**config.mk**
```make
export PLATFORM = sky130hd
export DESIGN_NAME = fc_seq_ctrl
export DESIGN_NICKNAME = d
export VERILOG_FILES = /design/src/rtl/fc_pkg.sv /design/src/rtl/fc_delay_line.sv /design/src/rtl/fc_seq_ctrl.sv
export SDC_FILE = /design/constraint.sdc
export NUM_CORES = 1
export LEC_CHECK = 0
export ABC_AREA = 1
export CORE_MARGIN = 3
export CORE_UTILIZATION = 48
export CTS_BUF_LIST = sky130_fd_sc_hd__clkbuf_4
export DETAILED_ROUTE_END_ITERATION = 7
export PLACE_DENSITY = 0.88
export SLEW_MARGIN = 20
export SYNTH_ARGS = -nofsm -noshare
export SYNTH_HDL_FRONTEND = slang
export SYNTH_HIERARCHICAL = 1
export SYNTH_SLANG_ARGS = --single-unit
```
**constraint.sdc**
```tcl
create_clock -name clk -period 1.4 [get_ports clk]
set_clock_uncertainty 0.2 [all_clocks]
set_input_delay 0.14 -clock clk [delete_from_list [all_inputs] [get_ports clk]]
set_output_delay 0.14 -clock clk [all_outputs]
set_load 0.05 [all_outputs]
```
**src/rtl/fc_pkg.sv**
```systemverilog
// Shared definitions for the fully-connected layer sequencer: state
// encoding, default geometry and address-width helpers.
package fc_pkg;

  // Sequencer state encoding. Plain constants keep the encoding fixed and
  // visible in waveforms and netlists.
  typedef logic [2:0] fc_state_t;

  localparam fc_state_t ST_LOAD  = 3'd0;
  localparam fc_state_t ST_CLEAR = 3'd1;
  localparam fc_state_t ST_MAC   = 3'd2;
  localparam fc_state_t ST_WAIT  = 3'd3;
  localparam fc_state_t ST_OUT   = 3'd4;

  // Default layer geometry and the matching address widths.
  localparam int FC_M_DEFAULT    = 6;
  localparam int FC_N_DEFAULT    = 6;
  localparam int FC_X_AW_DEFAULT = $clog2(FC_N_DEFAULT);
  localparam int FC_W_AW_DEFAULT = $clog2(FC_M_DEFAULT * FC_N_DEFAULT);

  // Counter width for a modulo-`range` counter; never narrower than one bit
  // so single-value counters (e.g. one lane) still elaborate.
  function automatic int fc_cnt_w(input int range);
    return (range > 1) ? $clog2(range) : 1;
  endfunction

endpackage

```
**src/rtl/fc_delay_line.sv**
```systemverilog
// Resettable single-bit delay line. Output equals input delayed by DEPTH
// clock cycles; reset flushes every stage to zero.
module fc_delay_line #(
  parameter int DEPTH = 1
) (
  input  logic clk,
  input  logic reset,
  input  logic d,
  output logic q
);

  logic [DEPTH-1:0] stages;

  // Shift the input in at the bottom; the top stage is the delayed output.
  always_ff @(posedge clk or negedge reset) begin
    if (!reset) begin
      stages <= '0;
    end else begin
      // NOTE: non-blocking assignment so every flop samples its pre-edge value.
      stages <= DEPTH'({stages, d});
    end
  end

  assign q = stages[DEPTH-1];

endmodule

```
**src/rtl/fc_seq_ctrl.sv**
```systemverilog
// Control sequencer for an M x N fully-connected layer computed P rows at a
// time. Loads the x vector, then per row group clears the accumulators,
// streams N columns of weights, waits out the read latency and hands the P
// lane results downstream one at a time.
// Optional build macro FC_SEQ_PERF_EN adds saturating busy/stall counters.
module fc_seq_ctrl
  import fc_pkg::*;
#(
  parameter int M       = FC_M_DEFAULT,
  parameter int N       = FC_N_DEFAULT,
  parameter int T       = 20,
  parameter int P       = 1,
  parameter int ACC_LAT = 1
) (
  input  logic                      clk,
  input  logic                      reset,
  input  logic                      input_valid,
  output logic                      input_ready,
  input  logic                      output_ready,
  output logic                      output_valid,
  output logic [$clog2(N)-1:0]      addr_x,
  output logic                      wr_en_x,
  output logic [$clog2(M*N/P)-1:0]  addr_w,
  output logic                      clear_acc,
  output logic                      en_acc,
  output logic [P-1:0]              f_sel
`ifdef FC_SEQ_PERF_EN
  ,
  output logic [31:0]               perf_busy,
  output logic [31:0]               perf_stall
`endif
);

  localparam int GROUPS = M / P;
  localparam int XW     = $clog2(N);
  localparam int WW     = $clog2(M * N / P);
  localparam int PW     = fc_cnt_w(P);
  localparam int RW     = fc_cnt_w(GROUPS);
  localparam int LW     = fc_cnt_w(ACC_LAT);
  localparam logic [P-1:0] LANE0 = P'(1);

  // Parameter sanity checks at elaboration.
  if (M % P != 0) begin : g_bad_lanes
    $error("fc_seq_ctrl: M must be a multiple of P");
  end
  if (ACC_LAT < 1 || ACC_LAT > 4) begin : g_bad_lat
    $error("fc_seq_ctrl: ACC_LAT must be in 1..4");
  end
  if (N < 2) begin : g_bad_n
    $error("fc_seq_ctrl: N must be at least 2");
  end
  if (T < 1) begin : g_bad_t
    $error("fc_seq_ctrl: T must be positive");
  end

  fc_state_t      state;
  logic [XW-1:0]  load_cnt;
  logic [XW-1:0]  col_cnt;
  logic [WW-1:0]  w_base;
  logic [PW-1:0]  lane_cnt;
  logic [RW-1:0]  row_cnt;
  logic [LW-1:0]  wait_cnt;
  logic           mac_active;
  logic           accept;

  // Sequencer state and counters; w_base tracks row_group*N so the weight
  // address needs no multiplier.
  always_ff @(posedge clk or negedge reset) begin
    if (!reset) begin
      state    <= ST_LOAD;
      load_cnt <= '0;
      col_cnt  <= '0;
      w_base   <= '0;
      lane_cnt <= '0;
      row_cnt  <= '0;
      wait_cnt <= '0;
    end else begin
      case (state)
        ST_LOAD: begin
          if (accept) begin
            if (load_cnt == XW'(N - 1)) begin
              load_cnt <= '0;
              state    <= ST_CLEAR;
            end else begin
              load_cnt <= load_cnt + 1'b1;
            end
          end
        end
        ST_CLEAR: begin
          col_cnt <= '0;
          state   <= ST_MAC;
        end
        ST_MAC: begin
          if (col_cnt == XW'(N - 1)) begin
            col_cnt  <= '0;
            wait_cnt <= '0;
            state    <= ST_WAIT;
          end else begin
            col_cnt <= col_cnt + 1'b1;
          end
        end
        ST_WAIT: begin
          if (wait_cnt == LW'(ACC_LAT - 1)) begin
            wait_cnt <= '0;
            state    <= ST_OUT;
          end else begin
            wait_cnt <= wait_cnt + 1'b1;
          end
        end
        ST_OUT: begin
          if (output_ready) begin
            if (lane_cnt == PW'(P - 1)) begin
              lane_cnt <= '0;
              if (row_cnt == RW'(GROUPS - 1)) begin
                row_cnt <= '0;
                w_base  <= '0;
                state   <= ST_LOAD;
              end else begin
                row_cnt <= row_cnt + 1'b1;
                w_base  <= w_base + WW'(N);
                state   <= ST_CLEAR;
              end
            end else begin
              lane_cnt <= lane_cnt + 1'b1;
            end
          end
        end
        default: state <= ST_LOAD;
      endcase
    end
  end

  // Output decode from state and counters; input_ready is held low while
  // reset is asserted even though the state already reads LOAD.
  always_comb begin
    // NOTE: every output gets a value on every path, so no latch is inferred.
    input_ready  = reset && (state == ST_LOAD);
    accept       = input_valid && input_ready;
    wr_en_x      = accept;
    clear_acc    = (state == ST_CLEAR);
    mac_active   = (state == ST_MAC);
    output_valid = (state == ST_OUT);
    addr_x       = (state == ST_LOAD) ? load_cnt : col_cnt;
    addr_w       = w_base + WW'(col_cnt);
    f_sel        = LANE0 << lane_cnt;
  end

  // Accumulate enable trails the MAC phase by the memory read latency.
  fc_delay_line #(
    .DEPTH (ACC_LAT)
  ) u_acc_dly (
    .clk   (clk),
    .reset (reset),
    .d     (mac_active),
    .q     (en_acc)
  );

`ifdef FC_SEQ_PERF_EN
  // Saturating activity counters: cycles away from LOAD, and OUT cycles the
  // downstream consumer refused.
  always_ff @(posedge clk or negedge reset) begin
    if (!reset) begin
      perf_busy  <= '0;
      perf_stall <= '0;
    end else begin
      if (state != ST_LOAD && perf_busy != '1) begin
        perf_busy <= perf_busy + 1'b1;
      end
      if (state == ST_OUT && !output_ready && perf_stall != '1) begin
        perf_stall <= perf_stall + 1'b1;
      end
    end
  end
`endif

endmodule

```
==> impl_metrics.env, run 1 <==
export IMPL_status="did not finish"
export IMPL_haltStage="global routing (5_1_grt)"
export IMPL_stop_error="[ERROR DPL-0038] Utilization greater than 100%, impossible to legalize"
export IMPL_endpoint_type="top-level output"
export IMPL_fp_row_count=16
export IMPL_synth_simple_area_share_pct=26.4
export IMPL_dp_hpwl_um=2220
export IMPL_cts_num_sinks=18
export IMPL_syn_area_per_cell_um2=8.24
export IMPL_cts_buffers=3
export IMPL_syn_area_um2=1050
export IMPL_synth_top_family_by_area="simple AND/OR/NAND/NOR gates"
export IMPL_yosys_warnings=6
export IMPL_grt_max_degree=19
export IMPL_gp_congestion=0.904
export IMPL_grt_worst_endpoint="addr_w[5]"
export IMPL_synthAdderAreaFrac_pct=3.59
export IMPL_yosysSeqAreaShare_pct=43.1
export IMPL_synthMuxAreaShare_pct=0
export IMPL_synth_compound_area_share_pct=10.4
export IMPL_clock_path_buffers=2
export IMPL_synth_distinct_cells=27
export IMPL_synth_xor_xnor_area_share_pct=6.70
export IMPL_numPortBuffers=17
export IMPL_start_util_pct=51.7
export IMPL_num_io_pins=19
export IMPL_syn_instance_count=127
export IMPL_syn_nets=134
export IMPL_clockRootBuffer="clkbuf_4"
export IMPL_die_w_um=52.7
export IMPL_htree_levels=1
export IMPL_place_area_um2=1650
export IMPL_ys_ff_latch=18
export IMPL_dieHeight_um=52.7
export IMPL_holdBufCountCts=0
[metrics by stage]
step                setup WS (ns)  std cells  hold WS (ns)  util (%)
detailed placement         -0.271        186         0.323      81.6
global placement           -0.236        186         0.295      81.6
floorplan                  -0.295        127        -0.356         -
CTS                        -0.597        197        0.0497      93.0
[Yosys cell counts]
cell type / instances / area (um^2)
a21oi_1: 1 / 5.00
xor2_1: 7 / 61.3
nor3_4: 1 / 16.3
buf_2: 1 / 5.00
nand3_1: 13 / 65.1
conb_1: 1 / 3.75
buf_4: 2 / 15.0
o31ai_1: 1 / 7.51
nor2_2: 1 / 6.26
nand4_1: 4 / 25.0
a22oi_1: 1 / 7.51
nand2_1: 25 / 93.8
ha_1: 3 / 37.5
inv_2: 2 / 7.51
nand2_2: 1 / 6.26
nor2_8: 1 / 20.0
a21o_1: 1 / 7.51
nand2_4: 1 / 11.3
dfrtp_1: 18 / 450
o21ai_1: 3 / 15.0
inv_1: 19 / 71.3
nor2_1: 4 / 15.0
xnor2_1: 1 / 8.76
o22ai_1: 1 / 6.26
nor2_4: 1 / 11.3
o21ai_0: 12 / 60.1
or2_2: 1 / 6.26
[cell families after synthesis]
group,Yosys count
simple gates,53
buf+inv,24
compound gates,20
other cells,1
flops,18
fa+ha+maj,3
xor+xnor,8
[timing repair]
action / in CTS
cloned: 1
buffers inserted: 9
resized for setup: 39
pin swaps: 16
setup endpoints to repair: 25
==> run 2, diff against run 1 <==
CORE_AREA = 3 3 64 66   (was default)
CORE_MARGIN = default   (was 3)
CORE_UTILIZATION = default   (was 48)
CTS_BUF_LIST = default   (was sky130_fd_sc_hd__clkbuf_4)
DIE_AREA = 0 0 67 69   (was default)
PLACE_DENSITY = default   (was 0.88)
PLACE_DENSITY_LB_ADDON = 0.15   (was default)
clock period = 1.8 ns   (was 1.4 ns; I/O delays follow)
==> run 2 against run 1 <==
The flow now finishes, with violations (setup timing); area after synthesis unchanged; synthesized cell count unchanged.
==> impl_metrics.env, run 2 <==
export IMPL_status="complete, but fails checks"
export IMPL_failed_checks="setup timing"
export IMPL_synthArstFlopShare_pct=100
export IMPL_yosysMostFrequentCell="nand2_1"
export IMPL_hold_viol=0
export IMPL_clock_path_buffers=2
export IMPL_ys_ff_latch=18
export IMPL_grt_pass1_vias=919
export IMPL_dpl_cell_count=195
export IMPL_max_freq_mhz=505
export IMPL_setup_violations=3
export IMPL_synth_edf_count=0
export IMPL_grt_overflow=0
export IMPL_clockRootBuffer="clkbuf_8"
export IMPL_final_cell_mix="24 x nand2_1, 18 x inv_1, 17 x dfrtp_1, 12 x nand3_1, 12 x buf_12"
export IMPL_synth_distinct_cells=27
export IMPL_cts_buffers=3
export IMPL_cp_arrival_ns=1.60
export IMPL_pre_cts_ws_ns=0.0662
export IMPL_cts_num_sinks=18
export IMPL_min_period_over_period_pct=110
export IMPL_post_route_util_pct=44.4
export IMPL_gp_congestion=0.770
export IMPL_synth_simple_area_share_pct=26.4
export IMPL_gr_usage_all_layers_pct=10.7
export IMPL_die_w_um=67
export IMPL_fin_crit_ns=1.98
export IMPL_syn_nets=134
export IMPL_path_class="reg -> out"
export IMPL_syn_area_per_cell_um2=8.24
export IMPL_dieArea_um2=4620
export IMPL_synthTopCellsByArea="dfrtp_1 43%, nand2_1 9.0%, inv_1 6.8%, nand3_1 6.2%, xor2_1 5.9%"
export IMPL_numPortBuffers=17
export IMPL_antenna_found_initial=0
export IMPL_drc=0
export IMPL_largest_register_ffs=5
export IMPL_synthAdderAreaFrac_pct=3.59
export IMPL_synthFlopType="dfrtp_1"
export IMPL_wl_per_cell_um=11.1
export IMPL_htree_levels=1
export IMPL_holdBufCountCts=0
export IMPL_vias=916
export IMPL_max_flop_register="w_base"
export IMPL_antenna_left=0
export IMPL_cap_violations=0
export IMPL_hold_path_class="in -> async"
export IMPL_synth_compound_area_share_pct=10.4
export IMPL_fp_row_count=22
export IMPL_antennaDiodeCount=0
export IMPL_yosysSeqAreaShare_pct=43.1
export IMPL_core_um2=3630
export IMPL_multi_input_area_um2=613
export IMPL_nFillCells=378
export IMPL_syn_instance_count=127
export IMPL_vias_per_cell=4.56
export IMPL_rsz0062_at_grt="true"
export IMPL_start_util_pct=28.8
export IMPL_layout_commonest_cell="nand2_1"
export IMPL_setup_ws_ns=-0.182
export IMPL_synth_xor_xnor_area_share_pct=6.70
export IMPL_area_growth_pct=54.1
export IMPL_synth_top_area_share_pct=43.1
export IMPL_slew_viol_final=0
export IMPL_yosys_warnings=6
export IMPL_synthMuxAreaShare_pct=0
export IMPL_fin_area_um2=1610
export IMPL_final_cell_count_no_fill=201
export IMPL_syn_area_um2=1050
export IMPL_endpoint_kind="output port"
export IMPL_layout_nets=161
export IMPL_yosys_area_top_type="dfrtp_1"
export IMPL_drt_pass1_iter_count=4
export IMPL_cts_tree="yes"
export IMPL_place_area_um2=1470
export IMPL_yosys_top_cells_count="25 x nand2_1, 19 x inv_1, 18 x dfrtp_1"
export IMPL_drive_above_1_share_pct=32.0
export IMPL_insertion_delay_ns=0.25
export IMPL_startpoint_type="flip-flop"
export IMPL_routed_wirelength_um=2240
export IMPL_num_io_pins=19
export IMPL_dieHeight_um=69
export IMPL_synth_top_family_by_area="simple AND/OR/NAND/NOR gates"
export IMPL_grt_max_degree=19
export IMPL_cts_reportedPaths_clkPinSlew_ns=0.07
export IMPL_required_ns=1.42
export IMPL_seqCellArea_um2=452
export IMPL_drt_iter0_drc=49
export IMPL_worstPathMaxFanout=3
export IMPL_grt_pass1_wl_um=3910
export IMPL_dp_hpwl_um=1710
## run 2: cell counts after synthesis
No cell type changed its count.
## run 2: metrics by stage
step	hold slack, ns	setup TNS, ns
floorplan	-0.316	-0.738
CTS	0.103	-0.598
global placement	0.297	0
global route	0.121	-0.704
detailed placement	0.335	0
finish	0.0913	-0.484
## run 2: kinds of logic (layout without fill, tap and decap cells)
family / Yosys count / after routing
adders and majority gates: 3 / 3
AOI/OAI and AO/OA: 20 / 20
DFF: 18 / 18
and+or+nand+nor: 53 / 53
xor gates and xnor gates: 8 / 8
buffers and inverters: 24 / 50
other: 1 / 1
## run 2: critical path, stage by stage, from the launching register on
cell     delay [ns]
dfrtp_1        0.42
ha_4           0.29
a21o_1         0.18
nand3_2        0.13
xor2_4         0.19
buf_12         0.15
## run 2: final timing paths
path | from | end | slack (ns) | depth (start not counted)
min in group clk | row_cnt[1] | row_cnt[1] | 0.35 | 2
min | reset | load_cnt[1] | 0.09 | 2
max | w_base[2] | addr_w[5] | -0.18 | 5
max reg2reg | w_base[3] | w_base[4] | 0.28 | 4
min reg2reg | row_cnt[1] | row_cnt[1] | 0.35 | 2
max in group asynchronous | reset | state[2] | 1.09 | 2
## run 2: repair_timing
item	CTS	global route
resized for setup	6	11
pin swaps	1	1
setup endpoints to repair	8	8
gates cloned	0	0
setup buffers	3	1
## run 2: per-layer routing
metal  global-route usage [%]  part of all wire [%]
met2                     18.9                    54
met4                     3.38                  0.63
met1                     12.4                    42
met5                        0                     0
met3                     2.28                   3.7
## run 2: final cells by class
class | count | share of cell area (%)
Clock buffer | 4 | 3.42
Sequential cell | 18 | 28.0
Tap cell | 48 | 3.73
Multi-Input combinational cell | 85 | 38.0
Timing Repair Buffer | 25 | 21.9
Inverter | 21 | 4.89
Power of run 2 is left out: the tool's default activity adds up to more than one toggle a clock period on the data nets, which glitch-free logic cannot reach.
==> run 3, diff against run 2 <==
==> constraint.sdc (replaced) <==
create_clock -name clk -period 1.8 [get_ports clk]
set_clock_uncertainty 0.2 [all_clocks]
set_input_delay 0.54 -clock clk [delete_from_list [all_inputs] [get_ports clk]]
set_output_delay 0.54 -clock clk [all_outputs]
set_load 0.05 [all_outputs]
==> run 3 against run 2 <==
The run still ends with setup timing left; via count increased by 12%; clock-buffer cell count shrank 1; utilization up 7.7 points.
==> impl_metrics.env, run 3 (synthesis gave the netlist of run 2 again) <==
export IMPL_status="complete, but fails checks"
export IMPL_failed_checks="setup timing"
export IMPL_dp_hpwl_um=1880
export IMPL_cts_num_sinks=18
export IMPL_rsz0062_at_grt="true"
export IMPL_grt_pass1_wl_um=4620
export IMPL_dieHeight_um=69
export IMPL_final_cell_count_no_fill=221
export IMPL_setup_violations=12
export IMPL_gr_usage_all_layers_pct=12.6
export IMPL_holdBufCountCts=0
export IMPL_slowest_stage="dfrtp_1"
export IMPL_hold_path_class="in -> async"
export IMPL_antenna_found_initial=0
export IMPL_endpoint_kind="output port"
export IMPL_hold_viol=0
export IMPL_drt_pass1_iter_count=4
export IMPL_largest_register_ffs=5
export IMPL_cap_violations=0
export IMPL_start_util_pct=28.8
export IMPL_vias=1023
export IMPL_cp_slowest_stage_delay_ns=0.41
export IMPL_grt_overflow=0
export IMPL_grt_max_degree=19
export IMPL_htree_levels=1
export IMPL_drt_iter0_drc=22
export IMPL_clock_path_buffers=2
export IMPL_fin_crit_ns=2.32
export IMPL_cpLargestDelayFamily="flip-flops"
export IMPL_drc=0
export IMPL_numPortBuffers=17
export IMPL_area_growth_pct=80.9
export IMPL_path_class="reg -> out"
export IMPL_max_flop_register="w_base"
export IMPL_routed_wirelength_um=2660
export IMPL_cts_buffers=3
export IMPL_slew_viol_final=0
export IMPL_vias_per_cell=4.63
export IMPL_num_io_pins=19
export IMPL_setup_ws_ns=-0.521
export IMPL_final_cell_mix="24 x buf_4, 19 x nand2_1, 15 x dfrtp_1, 14 x buf_12, 13 x inv_1"
export IMPL_cp_arrival_ns=1.58
export IMPL_required_ns=1.06
export IMPL_startpoint_type="flip-flop"
export IMPL_insertion_delay_ns=0.25
export IMPL_crit_path_cell_trace="ha_4 > a21o_4 > nand3_4 > xor2_4 > buf_12"
export IMPL_cts_reportedPaths_clkPinSlew_ns=0.07
export IMPL_layout_nets=182
export IMPL_die_w_um=67
export IMPL_dieArea_um2=4620
export IMPL_gp_congestion=0.766
export IMPL_clockRootBuffer="clkbuf_8"
export IMPL_min_period_over_period_pct=129
export IMPL_worstPathMaxFanout=3
export IMPL_antennaDiodeCount=0
export IMPL_drive_above_1_share_pct=49.7
export IMPL_fp_row_count=22
export IMPL_crit_buf_inv=1
export IMPL_dpl_cell_count=208
export IMPL_core_um2=3630
export IMPL_wl_per_cell_um=12.0
export IMPL_antenna_left=0
export IMPL_max_freq_mhz=431
export IMPL_whs_ns=0.156
export IMPL_layout_commonest_cell="buf_4"
export IMPL_grt_pass1_vias=1099
export IMPL_cts_tree="yes"
-- run 3: worst paths after layout --
kind | cells past startpoint | slack, ns | to | from
worst max-delay path | 5 | -0.52 | addr_w[5] | col_cnt[2]
worst min-delay path | 2 | 0.16 | col_cnt[0] | reset
worst max register to register | 9 | 0.06 | w_base[2] | state[1]
worst min register to register | 2 | 0.35 | row_cnt[1] | row_cnt[1]
max in group asynchronous | 2 | 1.03 | state[0] | reset
min in group clk | 2 | 0.35 | row_cnt[1] | row_cnt[1]
-- run 3: worst reg2reg max path: stages (launching register included) --
cell	delay, ns
dfrtp_2	0.44
nor2_4	0.16
buf_6	0.11
buf_6	0.10
nand2_4	0.06
buf_4	0.16
nor2_8	0.12
buf_4	0.13
buf_4	0.10
o22ai_1	0.06
-- run 3: area by class of cell --
type                    count  area (um^2)
clock buffers               3         41.3
multi-input cells          85          706
repair buffers             46          547
flip-flops and latches     18          454
fillers                   339         1740
inverters                  21         83.8
well taps                  48         60.1
-- run 3: repair_timing --
item | CTS | global route
gates resized for setup | 25 | 15
endpoints found under the setup margin | 12 | 19
buffers inserted | 8 | 5
pin swaps | 6 | 4
hold endpoints to repair | 0 | 0
-- run 3: per-stage QoR --
step           setup TNS, ns  util [%]  area, um^2  worst slack, ns
2_1_floorplan          -1.08         -        1170           -0.295
3_3_place_gp           -2.17      45.8        1660           -0.448
3_5_place_dp           -2.23      45.8        1660           -0.454
4_1_cts                -3.27      50.8        1850           -0.530
5_1_grt                -3.94      52.1        1890           -0.581
6_report               -3.32      52.1        1890           -0.521
-- run 3: per-layer routing --
| layer | up-vias | global-route usage (%) | wire (um) |
|---|---|---|---|
| met5 | - | 0 | 0 |
| met4 | 0 | 3.60 | 57 |
| met3 | 6 | 2.77 | 95 |
| met2 | 22 | 22.5 | 1460 |
| met1 | 498 | 14.5 | 1050 |
| li1 | 497 | - | - |
Power of run 3 is left out for the same reason.
